<file path="src/rtl/key_load_pkg.sv">
// -----------------------------------------------------------------------------
// key_load_pkg
// Shared types and constants for the key-load controller.
//   key_load_state_e : controller FSM states (3-bit encoding)
//   KEY_W_DEF        : default number of key bits driven to the locked netlist
//   WORD_W_DEF       : default bits returned per key-store read
//   TIMEOUT_DEF      : default limit on unacknowledged request cycles
//   calc_num_words() : key-store reads needed per load
//   calc_addr_w()    : width of the key-store word index (at least 1 bit)
// -----------------------------------------------------------------------------
package key_load_pkg;

  typedef enum logic [2:0] {
    IDLE,
    REQ,
    GAP,
    COMMIT,
    DONE,
    ERR
  } key_load_state_e;

  localparam int KEY_W_DEF   = 16;
  localparam int WORD_W_DEF  = 4;
  localparam int TIMEOUT_DEF = 255;

  function automatic int calc_num_words(input int key_w, input int word_w);
    return key_w / word_w;
  endfunction

  // A single-word key still needs a 1-bit address port.
  function automatic int calc_addr_w(input int num_words);
    return (num_words > 1) ? $clog2(num_words) : 1;
  endfunction

endpackage

</file>
<file path="src/rtl/key_fetch_timer.sv">
// -----------------------------------------------------------------------------
// key_fetch_timer
// Clearable saturating counter that measures how long a key-store request
// has gone unacknowledged.
//   clk     : clock
//   rst_n   : synchronous active-low reset
//   clr     : clear the count (has priority over inc)
//   inc     : count one unacknowledged request cycle
//   expired : count has reached TIMEOUT
// -----------------------------------------------------------------------------
module key_fetch_timer #(
  parameter int TIMEOUT = 255
) (
  input  logic clk,
  input  logic rst_n,
  input  logic clr,
  input  logic inc,
  output logic expired
);

  localparam int CW = (TIMEOUT > 0) ? $clog2(TIMEOUT + 1) : 1;
  localparam logic [CW-1:0] LIMIT = CW'(TIMEOUT);

  logic [CW-1:0] count;

  always_ff @(posedge clk) begin
    if (!rst_n) begin
      count <= '0;
    end else if (clr) begin
      count <= '0;
    end else if (inc && (count != LIMIT)) begin
      count <= count + CW'(1);
    end
  end

  assign expired = (count == LIMIT);

endmodule

</file>
<file path="src/rtl/key_load_ctrl.sv">
// -----------------------------------------------------------------------------
// key_load_ctrl
// Fetches a KEY_W-bit key from a key store in WORD_W-bit words over a
// req/ack handshake, then commits it atomically to the key inputs of a
// locked netlist and raises the output enable of that netlist.
//   clk       : clock
//   rst_n     : synchronous active-low reset
//   start     : one-cycle (re)load request, ignored while busy
//   nvm_req   : read request to the key store
//   nvm_addr  : word index being read
//   nvm_ack   : key-store data valid (only looked at while nvm_req=1)
//   nvm_data  : key word, valid with nvm_ack
//   nvm_par   : even parity over nvm_data (KEY_PARITY_CHECK_EN builds only)
//   key_out   : committed key; bit i drives keyIn_0_i
//   key_valid : key_out holds a complete committed key
//   out_en    : functional-output gate of the locked block (= key_valid)
//   busy      : load in progress
//   err       : last load failed (timeout or parity)
// Build option: define KEY_PARITY_CHECK_EN to add nvm_par and reject any
// accepted word whose parity is odd.
// -----------------------------------------------------------------------------
module key_load_ctrl
  import key_load_pkg::*;
#(
  parameter  int KEY_W     = KEY_W_DEF,
  parameter  int WORD_W    = WORD_W_DEF,
  parameter  int TIMEOUT   = TIMEOUT_DEF,
  localparam int NUM_WORDS = calc_num_words(KEY_W, WORD_W),
  localparam int AW        = calc_addr_w(NUM_WORDS)
) (
  input  logic              clk,
  input  logic              rst_n,
  input  logic              start,
  output logic              nvm_req,
  output logic [AW-1:0]     nvm_addr,
  input  logic              nvm_ack,
  input  logic [WORD_W-1:0] nvm_data,
`ifdef KEY_PARITY_CHECK_EN
  input  logic              nvm_par,
`endif
  output logic [KEY_W-1:0]  key_out,
  output logic              key_valid,
  output logic              out_en,
  output logic              busy,
  output logic              err
);

  localparam logic [AW-1:0] LAST_IDX = AW'(NUM_WORDS - 1);

  key_load_state_e   state;
  logic [AW-1:0]     idx;
  logic [KEY_W-1:0]  shadow;
  logic              ack_take;
  logic              word_ok;
  logic              expired;
  logic              load_fail;

  // nvm_req is high exactly while in REQ, so this also discards acks
  // that arrive outside a request.
  assign ack_take = nvm_req && nvm_ack;

`ifdef KEY_PARITY_CHECK_EN
  assign word_ok = ~^{nvm_data, nvm_par};
`else
  assign word_ok = 1'b1;
`endif

  // An ack in the expiry cycle is still accepted: the ack is looked at first.
  assign load_fail = ack_take ? !word_ok : expired;

  key_fetch_timer #(
    .TIMEOUT (TIMEOUT)
  ) u_timer (
    .clk     (clk),
    .rst_n   (rst_n),
    .clr     ((state != REQ) || ack_take),
    .inc     ((state == REQ) && !nvm_ack),
    .expired (expired)
  );

  // NOTE: sequential state uses non-blocking assignments only, so every
  // register in this block sees the pre-edge values of all the others.
  always_ff @(posedge clk) begin
    if (!rst_n) begin
      state     <= IDLE;
      idx       <= '0;
      // NOTE: the shadow key is reset like any other register so that no
      // stale key material survives a reset.
      shadow    <= '0;
      nvm_req   <= 1'b0;
      nvm_addr  <= '0;
      key_out   <= '0;
      key_valid <= 1'b0;
      out_en    <= 1'b0;
      busy      <= 1'b0;
      err       <= 1'b0;
    end else begin
      case (state)
        IDLE, DONE, ERR: begin
          // key_out keeps the previous key until the next commit.
          if (start) begin
            state     <= REQ;
            idx       <= '0;
            nvm_req   <= 1'b1;
            nvm_addr  <= '0;
            busy      <= 1'b1;
            err       <= 1'b0;
            key_valid <= 1'b0;
            out_en    <= 1'b0;
          end
        end

        REQ: begin
          if (load_fail) begin
            state     <= ERR;
            nvm_req   <= 1'b0;
            shadow    <= '0;
            key_out   <= '0;
            key_valid <= 1'b0;
            out_en    <= 1'b0;
            busy      <= 1'b0;
            err       <= 1'b1;
          end else if (ack_take) begin
            nvm_req <= 1'b0;
            shadow[idx*WORD_W +: WORD_W] <= nvm_data;
            if (idx == LAST_IDX) begin
              state <= COMMIT;
            end else begin
              idx   <= idx + AW'(1);
              state <= GAP;
            end
          end
        end

        // One idle cycle between words lets the timer clear.
        GAP: begin
          nvm_req  <= 1'b1;
          nvm_addr <= idx;
          state    <= REQ;
        end

        COMMIT: begin
          key_out   <= shadow;
          key_valid <= 1'b1;
          out_en    <= 1'b1;
          busy      <= 1'b0;
          state     <= DONE;
        end

        default: state <= IDLE;
      endcase
    end
  end

endmodule

</file>
<file path="config.mk">
export PLATFORM = sky130hd
export DESIGN_NAME = key_load_ctrl
export DESIGN_NICKNAME = d
export VERILOG_FILES = /design/src/rtl/key_load_pkg.sv /design/src/rtl/key_fetch_timer.sv /design/src/rtl/key_load_ctrl.sv
export SDC_FILE = /design/constraint.sdc
export NUM_CORES = 1
export LEC_CHECK = 0
export CAP_MARGIN = 30
export CORE_MARGIN = 4
export CORE_UTILIZATION = 58
export DETAILED_ROUTE_END_ITERATION = 7
export PLACE_DENSITY = 0.84
export SYNTH_ARGS = -nofsm -noshare
export SYNTH_HDL_FRONTEND = slang
export SYNTH_SLANG_ARGS = --single-unit
</file>
<file path="constraint.sdc">
create_clock -name clk -period 3 [get_ports clk]
set_input_delay 0.6 -clock clk [delete_from_list [all_inputs] [get_ports clk]]
set_output_delay 0.6 -clock clk [all_outputs]
set_load 0.02 [all_outputs]
</file>
After elaboration in Yosys (flattened, before gate mapping)
Index checks and enable logic that the tools add are counted.
{"block": "totals", "register_bits": 51}
{"block": "op_classes", "add_sub_neg": 3, "eq_ne": 15, "shift": 2, "n_mux": 27, "n_bitwise": 1, "reduce_logical": 22}
{"op": "$mux W16", "n": 3}
{"op": "$neg A4 Y34", "n": 1}
{"op": "$shift A4 B34 Y16 const A", "n": 1}
{"op": "$shiftx A4 B34 Y16", "n": 1}
{"op": "$pmux W16 S2", "n": 1}
{"op": "$bwmux W16", "n": 1}
{"op": "$pmux W3 S4", "n": 1}
{"op": "$ne A2 B2 Y1 const B", "n": 5}
{"op": "$mux W3", "n": 3}
{"op": "$pmux W1 S3", "n": 3}
{"op": "$reduce_and A3 Y1", "n": 3}
{"op": "$add A8 B1 Y8 const B", "n": 1}
{"op": "$eq A8 B8 Y1 const B", "n": 1}
{"op": "$mux W1", "n": 8}
{"op": "$mux W2", "n": 4}
{"op": "$ne A8 B8 Y1 const B", "n": 1}
{"op": "$pmux W2 S2", "n": 2}
{"op": "$reduce_and A2 Y1", "n": 4}
{"op": "$reduce_bool A2 Y1", "n": 4}
{"op": "$eq A3 B2 Y1 const B", "n": 2}
{"op": "$eq A3 B3 Y1 const B", "n": 2}
{"op": "$reduce_bool A3 Y1", "n": 2}
{"op": "$reduce_and A5 Y1", "n": 1}
{"op": "$eq A3 B1 Y1 const B", "n": 1}
{"op": "other kinds (12)", "n": 14}

Depth between registers and ports, before layout
{"block": "depth", "ltp_word": 5, "ltp_mapped": 6, "mapped_depth_nobuf": 6}

Modules after synthesis
Synthesis repeated with hierarchy kept, for this count alone.
{"block": "hier_totals", "hier_cells": 259, "area_unflattened_um2": 2337.2}
{"module": "key_load_ctrl", "n_inst": 1, "cells_each": 209, "area_each_um2": 1914.3}
{"module": "key_fetch_timer", "n_inst": 1, "cells_each": 50, "area_each_um2": 422.9}

Worst setup path after synthesis
OpenSTA, ideal clock, no wires.
{"block": "synth_path", "path_kind": "reg2reg", "from": "register idx[0]", "to": "register shadow[14]", "arrival_ps": 1752, "required_time_ps": 2928, "path_slack_ps": 1176, "path_stages_with_launch": 7, "path_buffers": 0, "synth_period_minus_slack_ps": 1824, "path_cell_list": "dfxtp_1 -> inv_1 -> ha_1 -> and3b_1 -> nand2_1 -> or4b_2 -> mux2i_1"}
{"block": "synth_via", "elab_chain_cells": 5, "elab_cells_between_ends": 6, "cone_classes": "add/sub (1); shift (2); mux (3)"}
{"element": "from (decl)", "line_no": "key_load_ctrl.sv:51", "text": "logic [AW-1:0] idx;"}
{"element": "from (signal assigned)", "line_no": "key_load_ctrl.sv:129", "text": "idx <= idx + AW'(1);"}
{"element": "$neg A4 Y34 (*)", "line_no": "key_load_ctrl.sv:125", "text": "shadow[idx*WORD_W +: WORD_W] <= nvm_data;"}
{"element": "$shiftx A4 B34 Y16 / $shift A4 B34 Y16 (equally long branches)", "line_no": "key_load_ctrl.sv:125"}
{"element": "$bwmux W16 (*)", "line_no": "key_load_ctrl.sv:125"}
{"element": "$mux W16 (*)", "line_no": "key_load_ctrl.sv:123", "text": "end else if (ack_take) begin"}
{"element": "$mux W16 (*)", "line_no": "key_load_ctrl.sv:114", "text": "if (load_fail) begin"}
{"element": "to (signal, indexed assignment)", "line_no": "key_load_ctrl.sv:125"}
{"element": "to (decl)", "line_no": "key_load_ctrl.sv:52", "text": "logic [KEY_W-1:0] shadow;"}
Every way passes the cells marked *; elsewhere a longest branch is shown, timed or not. The select of a mux whose other input is x is not followed.
A chain may end at the register's enable or synchronous reset.

Final worst setup path
{"block": "layout_path", "from": "input port nvm_ack", "to": "register key_out[3]"}
{"block": "layout_via", "elab_chain_cells": 4}
{"element": "from (decl)", "line_no": "key_load_ctrl.sv:36", "text": "input logic nvm_ack,"}
{"element": "$logic_and A1 B1 Y1", "line_no": "key_load_ctrl.sv:60", "text": "assign ack_take = nvm_req && nvm_ack;"}
{"element": "$mux W1", "line_no": "key_load_ctrl.sv:69", "text": "assign load_fail = ack_take ? !word_ok : expired;"}
{"element": "$ne A2 B2 Y1 (no line)"}
{"element": "$reduce_and A2 Y1 (no line)"}
{"element": "to (signal assigned)", "line_no": "key_load_ctrl.sv:143", "text": "key_out <= shadow;"}
{"element": "to (decl)", "line_no": "key_load_ctrl.sv:41", "text": "output logic [KEY_W-1:0] key_out,"}
Every way passes these cells.

==> impl_results.md <==
- Initial core utilization: 60.0%
- Vias in the first global route: 1719
- Worst EP required: 3.23 ns
- Crit. End Element: register
- Critical path startpoint category: input pin
- Total grt overflow: 0
- Fin area: 0.00262 mm2
- Slowest Stage Delay on Critical Path: 0.55 ns
- Hold Path Class: register to register
- Row count: 22
- Post_cts resized: 0
- Synth warnings: 0
- Antenna cell count: 0
- Maximum vdd drop: 303 uV
- Worst-path cell chain: clkdlybuf4s50_1 > nand2_1 > a31oi_1 > buf_4 > o21ai_0 > a21oi_1
- Status: finished clean
- Fin cells: 318
- Combinational share of power: 7.8%
- Clock Tree Root: clkbuf_8
- Period utilisation layout: 72.4%
- Top cells by area, synth: dfxtp_1 (46%), o21ai_0 (5.9%), nand2_1 (5.3%)
- CTS Buffer Depth: 2
- R2r endpoint: key_out[3]$_SDFFE_PN0P_
- Die height: 69.5 um
- Data arrival time at the worst-slack endpoint: 2.40 ns
- R2R cell count: 6
- Syn avg cell area: 9.19 um2
- FFs w/ async S/R, synth: 0%
- Routed vias: 1886
- Layout cell share with drive strength beyond 1: 8.15%
- Port-buffer cells: 30
- Max-slew headroom: 49.4%
- RSZ-0062 raised after global routing: false
- Power Density: 445 mW/mm2
- Nets: 283
- Post-synth cell types: 46
- Largest net degree at the start of global routing: 23
- Crit Path Category: input pin to register
- Seq pwr share: 59.2%
- Area Overhead vs Synth: 19.4%
- Hold_buf cts: 0
- Placed cells: 310
- Slew at the pin closest to its max-slew limit: 0.759 ns
- Ports: 31
- Htree depth: 2
- Slack of the worst reg-to-reg path: 0.89 ns
- Power share of the clock group: 32.9%
- #FFs+latches synth: 51
- Total GRT Usage: 20.4%
- Netlist area before placement: 0.00220 mm2
- Dominant cell type by area after synthesis: dfxtp_1
- Placer Congestion: 0.904
- Initial DRC Count: 111
- Max Clock Skew: 0.00553 ns
- Max-cap viol count: 0
- Seq/Total Area, Yosys: 46.5%
- Internal: 880 uW
- Total Wirelength: 4.84 mm
- Post-Synthesis Net Count: 253
- CP Max Fanout: 13
- Die W: 69.5 um
- Min Clock Period, post-route: 2.17 ns
- Worst r2r src: u_timer.count[0]$_SDFFE_PP0P_
- Clock Sink Count: 51
- Post-synthesis cell count: 239
- Vias per inst: 5.93
- Die area: 0.00484 mm2
- Drt drc: 0
- Post-synth EDFFs: 0
- Worst skew pair latency: 0.30 ns
- First-pass GRT wire length: 7.94 mm
- Switching part of the total: 24.7%
- DR pass1 iterations: 4
- Hold endpoint: key_out[6]$_SDFFE_PN0P_
- Post-DP Area: 0.00253 mm2
- Hold_sp: shadow[6]$_SDFFE_PN0P_
- Max Freq: 460 MHz
- Avg WL per Cell: 15.2 um
- CTS tree: done
- # setup viols final: 0
- Pleak: 0.899 nW
- TNS Setup: 0 ns
- Detail Route Antenna Nets: 0
- Top_reg_cell synth: dfxtp_1
- Cts bufs inserted: 5
- Post-synth top area share: 46.5%
- Post-CTS Repair Setup Buffers: 0
- Final Hold Fails: 0
- Net switching power: 288 uW
- Worst-path clk slew: 0.09 ns
- Final Slew Violations: 0
- Min-Delay Path Depth: 2
- Initial antenna violation count: 0
- Slowest stage cell on the critical path: clkdlybuf4s50_1
- Core ar.: 0.00366 mm2
- Finished Core Util: 71.6%
- HPWL after DPL: 3.51 mm
layout make-up:
class / instances / area, um2
tap: 48 / 60.1
sequential: 51 / 1020
multi-input combinational: 170 / 1100
inverter: 7 / 26.3
timing repair buffer: 34 / 330
clock inverter: 3 / 20.0
clock buffer: 5 / 68.8
fill: 291 / 1040
routing by layer:
metal  track usage, %  vias up  part of all wire (%)
met4             8.24        0                   1.9
met1             24.6      886                    43
li1                 -      929                     -
met2             34.0       63                    49
met3             6.09        8                   6.5
met5                0        -                     0
cells in the mapped netlist, types with 2 or more instances:
library cell	count
ha_1	6
a21o_1	2
dfxtp_1	51
o21ai_0	26
a22oi_1	2
or3_1	3
nand2_1	31
a22o_1	8
nor3b_1	2
a32o_1	6
and3_1	4
xor2_1	2
nand3_1	10
nor2_1	12
o211ai_1	2
inv_1	7
a21oi_1	21
xnor2_1	3
mux2i_1	5
nand4_1	3
clkbuf_1	8
per-stage QoR:
step	hold slack, ns	power, mW	setup WS [ns]
floorplan	0.432	0.761	1.18
detailed placement	0.450	0.798	0.522
global route	0.483	1.21	0.677
global placement	0.446	0.796	0.600
CTS	0.463	1.18	0.846
finish	0.458	1.17	0.827
worst max-delay path: cells and delay by family:
kind            cells  cell delay (ns)
buf+inv             2             0.84
compound gates      3             0.79
simple gates        1             0.17
how the worst max path moves through the flow:
stage                                     to                start  slack, ns
floorplan            shadow[14]$_SDFFE_PN0P_  idx[0]$_SDFFE_PN0P_       1.18
global placement    key_out[12]$_SDFFE_PN0P_              nvm_ack       0.60
global route         key_out[1]$_SDFFE_PN0P_              nvm_ack       0.68
detailed placement   key_out[3]$_SDFFE_PN0P_              nvm_ack       0.52
finish               key_out[3]$_SDFFE_PN0P_              nvm_ack       0.83
CTS                  key_out[3]$_SDFFE_PN0P_              nvm_ack       0.85
sequential cells by signal, summed over array words and instances (netlist names):
register / count
out_en: 1
key_out: 16
idx: 2
err: 1
u_timer.count: 8
nvm_req: 1
nvm_addr: 2
state: 3
busy: 1
shadow: 16
cells by family after synthesis:
| logic type | Yosys count | share of synthesized area, % |
|---|---|---|
| AOI/OAI and AO/OA | 77 | 23.6 |
| xor gates and xnor gates | 5 | 1.99 |
| adders and majority gates | 6 | 3.42 |
| buffers and inverters | 18 | 3.64 |
| DFF | 51 | 46.5 |
| muxes | 5 | 2.28 |
| and+or+nand+nor | 77 | 18.6 |
layout by cell type, fill, tap and decap left out, types with 2 or more instances in the layout:
cell             synthesis  layout
o21ai_0                 26      26
clkdlybuf4s50_1          0      30
inv_1                    7       7
a22oi_1                  2       2
nor3b_1                  2       2
and3_1                   4       4
clkinvlp_4               0       2
dfxtp_1                 51      51
mux2i_1                  5       5
a21o_1                   2       2
buf_4                    1       4
nor2_1                  12      12
nand4_1                  3       3
or3_1                    3       3
ha_1                     6       6
xor2_1                   2       2
a21oi_1                 21      21
nand3_1                 10      10
clkbuf_8                 0       5
o211ai_1                 2       2
a22o_1                   8       8
a32o_1                   6       6
nand2_1                 31      31
xnor2_1                  3       3
power by group through the flow:
stage	Clock [mW]	Sequential (mW)	Combinational [mW]
6_report	0.385	0.692	0.0916
3_3_place_gp	0	0.707	0.0889
4_1_cts	0.396	0.692	0.0912
3_5_place_dp	0	0.708	0.0904
2_1_floorplan	0	0.708	0.0528
5_1_grt	0.420	0.693	0.100
Note: power is estimated with default switching activity, not from simulation.
